`src/rtl/led_count_uart_tx.sv`:
```
// led_count_uart_tx: transmits each new LED count (or a forced resend) as one UART 8N1 frame.
module led_count_uart_tx #(
  parameter int CLK_FREQ  = 25_000_000,
  parameter int BAUD_RATE = 115_200
) (
  input  logic       clk,
  input  logic       rst,
  input  logic [7:0] count_in,
  input  logic       send_now,
  output logic       tx,
  output logic       busy,
  output logic       frame_done
);
  localparam int CPB = CLK_FREQ / BAUD_RATE;
  localparam int TW  = $clog2(CPB);
  typedef enum logic [1:0] {IDLE, START, DATA, STOP} state_t;
  state_t        state, state_nx;
  logic [7:0]    last_sent, shreg;
  logic [TW-1:0] bit_timer;
  logic [2:0]    bit_idx;
  logic          force_pend, trigger, bit_end;
  assign trigger = (count_in != last_sent) || force_pend || send_now;
  assign bit_end = bit_timer == TW'(CPB - 1);
  always_ff @(posedge clk) begin
    if (rst) begin
      state      <= IDLE;
      last_sent  <= '0;
      shreg      <= '0;
      bit_timer  <= '0;
      bit_idx    <= '0;
      force_pend <= 1'b0;
      frame_done <= 1'b0;
    end else begin
      state      <= state_nx;
      frame_done <= state == STOP && bit_end;
      bit_timer  <= (state == IDLE || bit_end) ? '0 : bit_timer + 1'b1;
      // a request arriving while busy (including the last STOP cycle) yields one extra frame
      if (state == IDLE && trigger) begin
        shreg      <= count_in;
        last_sent  <= count_in;
        force_pend <= 1'b0;
      end else if (state != IDLE && send_now)
        force_pend <= 1'b1;
      if (state == START && bit_end)
        bit_idx <= '0;
      if (state == DATA && bit_end) begin
        shreg   <= shreg >> 1;
        bit_idx <= bit_idx + 1'b1;
      end
    end
  end
  always_comb begin
    state_nx = state == IDLE  ? (trigger ? START : IDLE) :
               !bit_end       ? state :
               state == START ? DATA :
               state == DATA  ? (bit_idx == 3'd7 ? STOP : DATA) : IDLE;
  end
  always_comb begin
    tx   = state == START ? 1'b0 : state == DATA ? shreg[0] : 1'b1;
    busy = state != IDLE;
  end
endmodule
```
`config.mk`:
```
export PLATFORM = sky130hd
export DESIGN_NAME = led_count_uart_tx
export DESIGN_NICKNAME = d
export VERILOG_FILES = /design/src/rtl/led_count_uart_tx.sv
export SDC_FILE = /design/constraint.sdc
export NUM_CORES = 1
export LEC_CHECK = 0
export BUFFER_PORTS_ARGS = -buffer_cell sky130_fd_sc_hd__buf_2
export CORE_MARGIN = 1
export CORE_UTILIZATION = 55
export CTS_BUF_LIST = sky130_fd_sc_hd__clkbuf_8
export CTS_CLUSTER_DIAMETER = 150
export DETAILED_ROUTE_END_ITERATION = 7
export PLACE_DENSITY = 0.75
export SLEW_MARGIN = 25
export SYNTH_ARGS = -nofsm -noshare
export SYNTH_HDL_FRONTEND = slang
export SYNTH_SLANG_ARGS = --single-unit
```
`constraint.sdc`:
```
create_clock -name clk -period 2.2 [get_ports clk]
set_input_delay 0.11 -clock clk [delete_from_list [all_inputs] [get_ports clk]]
set_output_delay 0.11 -clock clk [all_outputs]
set_load 0.01 [all_outputs]
```
==> flow_summary.yaml <==
global_route:
  grt_use_met1_pct: 30.72
  grt_pass1_vias: 1083
  grt_pass1_wl_um: 4816
  grt_max_degree: 30
  grt_usage_pct: 23.58
  antenna_found_initial: 0
  use_met2_pct: 35.14
  grt-ovfl-total: 0
  grtUsageMet3_pct: 9.167
  grt.busiest_layer: "met2"
timing:
  clock.fmax_ghz: 0.5381
  setup_viol: 0
  slew_violations: 0
  fin_crit_ns: 1.858
  finalSetupTns_ns: 0
  worstMarginPinSlew_ns: 0.4508
  hold_viol_final: 0
  slew_headroom_pct: 69.95
  rsz0062_at_grt: "false"
  timing.final.crit_share_pct: 84.47
  clock_skew_ns: 0.005308
yosys:
  synth_fp_nets: 184
  synth_simple_gate_area_share_pct: 21.92
  yosysWarnings: 0
  synth_top_family_by_area: "simple AND/OR/NAND/NOR gates"
  synth_xor_area_share_pct: 8.046
  synth_area_per_cell_um2: 9.236
  muxShareOfSynthArea_pct: 5.911
  syn_inst: 165
  seq_area_frac_synth_pct: 40.72
  synth-adder-area-share_pct: 6.568
  synth-compound-area-share_pct: 13.14
  yosysUniqueCellTypes: 31
  synth_area_um2: 1524
  synth-seq-cells: 31
clock_tree:
  htree_levels: 2
  clk_pin_slew_ns: 0.06
  cts_tree: "built"
  cts_buffers: 5
  postCtsHoldBufs: 0
  post_cts_resized: 0
  clock_latency_ns: 0.28
  cts.sinks: 31
  clk_path_buf_depth: 2
  cts_setup_buffers: 0
  root_buffer: "clkbuf_8"
final_layout:
  area_growth_pct: 11.25
  layout_common_cells: "dfxtp_1 (31), nor2_1 (22), buf_2 (13)"
  final_common_cell: "dfxtp_1"
  antenna_cells: 0
  drive_gt1_share_pct: 14.53
  final_nets: 198
  finish.instance_area_um2: 1695
detailed_routing:
  wire_per_inst_um: 14.20
  totalWireLength_um: 2967
  drt_iter0_drc: 30
  drt-pass1-iter-count: 4
  final_antenna_net_count: 0
  route.detailed.drc: 0
  vias: 1183
  routed_via_density: 5.660
critical_path:
  crit_type: "reg2reg"
  required_ns: 2.37
  reg2reg_from: "state[0]$_SDFFE_PP0P_"
  cp-start-kind: "register"
  cp.arrival_ns: 2.03
  crit_start: "state[0]$_SDFFE_PP0P_"
  endpoint_kind: "register"
  crit_path_max_fanout: 7
floorplanning:
  core_um2: 2545
  die_w_um: 54.64
  die_y_um: 54.64
  placementRows: 18
  dieArea_um2: 2986
  ioPinCount: 14
  floorplan.initialDensity_pct: 59.88
placement:
  port_buffers: 13
  dpl-instance-area_um2: 1608
  gp_congestion: 0.8202
  post-dp-hpwl_um: 2010
worst_hold_path:
  min-delay-start: "send_now"
  worst_hold_path_type: "in2reg"
flow_run:
  drv_cap: 0
pwr:
  peakVddDrop_v: 0.0008493
  powerDensity_nw_per_um2: 1133
  leakage_uw: 0.0006957
run_status:
  outcome: "completed"
-- worst max-delay path: stages, from the launching register on --
cell and delay (ns):
dfxtp_1 0.38, inv_1 0.10, ha_1 0.24, nand4b_1 0.14, nor2_2 0.06, o41a_1 0.54, o221a_1 0.29
-- report_power, final --
| part | internal [uW] | switching (uW) |
|---|---|---|
| logic | 306 | 375 |
| clock network | 245 | 205 |
| registers | 698 | 92.2 |
| total | 1250 | 673 |
-- area by class of cell --
class                           count  area (um2)
Clock buffer                        6       82.58
Tap cell                           30       37.54
Clock inverter                      1       5.005
Sequential cell                    31       620.6
Fill cell                         215       849.6
Inverter                            6       22.52
Timing Repair Buffer               15       80.08
Multi-Input combinational cell    120       847.1
-- path summary, 6_finish.rpt --
kind                             endpoint  slack [ns]  cells after the start
hold reg to reg   bit_timer[0]$_SDFF_PP0_        0.46                      1
setup / recovery    shreg[2]$_SDFFE_PP0P_        0.34                      6
setup reg to reg    shreg[2]$_SDFFE_PP0P_        0.34                      6
hold / removal    force_pend$_SDFFE_PP0P_        0.11                      3
-- routing by layer --
layer	up-vias	wire length [um]
met3	5	217
met5	-	0
met4	0	34
met2	43	1299
li1	596	-
met1	539	1415
-- logic make-up (layout without fill, tap and decap cells) --
family,count (synthesis),after routing
muxes,9,9
DFF,31,31
xor gates and xnor gates,14,14
adders and majority gates,8,8
AOI/OAI and AO/OA,24,24
and+or+nand+nor,65,65
buffers and inverters,14,28
-- flip-flops by register name (all words and copies together) (netlist names) --
name and cells:
bit_idx 3, bit_timer 8, force_pend 1, frame_done 1
last_sent 8, shreg 8, state 2
-- cell usage after synthesis (all sizes together) --
cell type,n,area [um2]
nand4b,2,23.77
xnor2,12,105.1
a21oi,6,30.03
o31a,1,8.760
and3,2,12.51
o21a,1,7.510
ha,8,100.1
o21ai,6,30.03
nor3b,1,7.510
nand3b,4,30.03
o221a,7,78.83
dfxtp,31,620.6
or2,2,12.52
xor2,2,17.52
o311ai,1,26.28
nor3,10,50.05
nor2,23,88.84
o41a,1,11.26
nand3,4,20.02
inv,6,22.52
nand2b,8,50.05
nand2,7,26.28
clkbuf,5,18.77
buf,3,15.01
or3,1,6.260
mux2i,9,90.09
o31ai,1,7.510
nand4,1,6.260
-- through the flow --
stage          worst slack, ns  util (%)  total power, uW  hold slack [ns]  cells
6_report                0.3416     66.62             1921           0.1079    209
5_1_grt                 0.1956     66.62             2044           0.1290    209
4_1_cts                 0.3566     66.62             1929           0.1082    209
3_5_place_dp            0.3654     63.18             1475           0.4051    202
3_3_place_gp            0.4299     63.18             1454           0.3914    202
2_1_floorplan           0.5311         -             1304           0.2572    165
No activity file was read; power rests on OpenSTA's default activity.
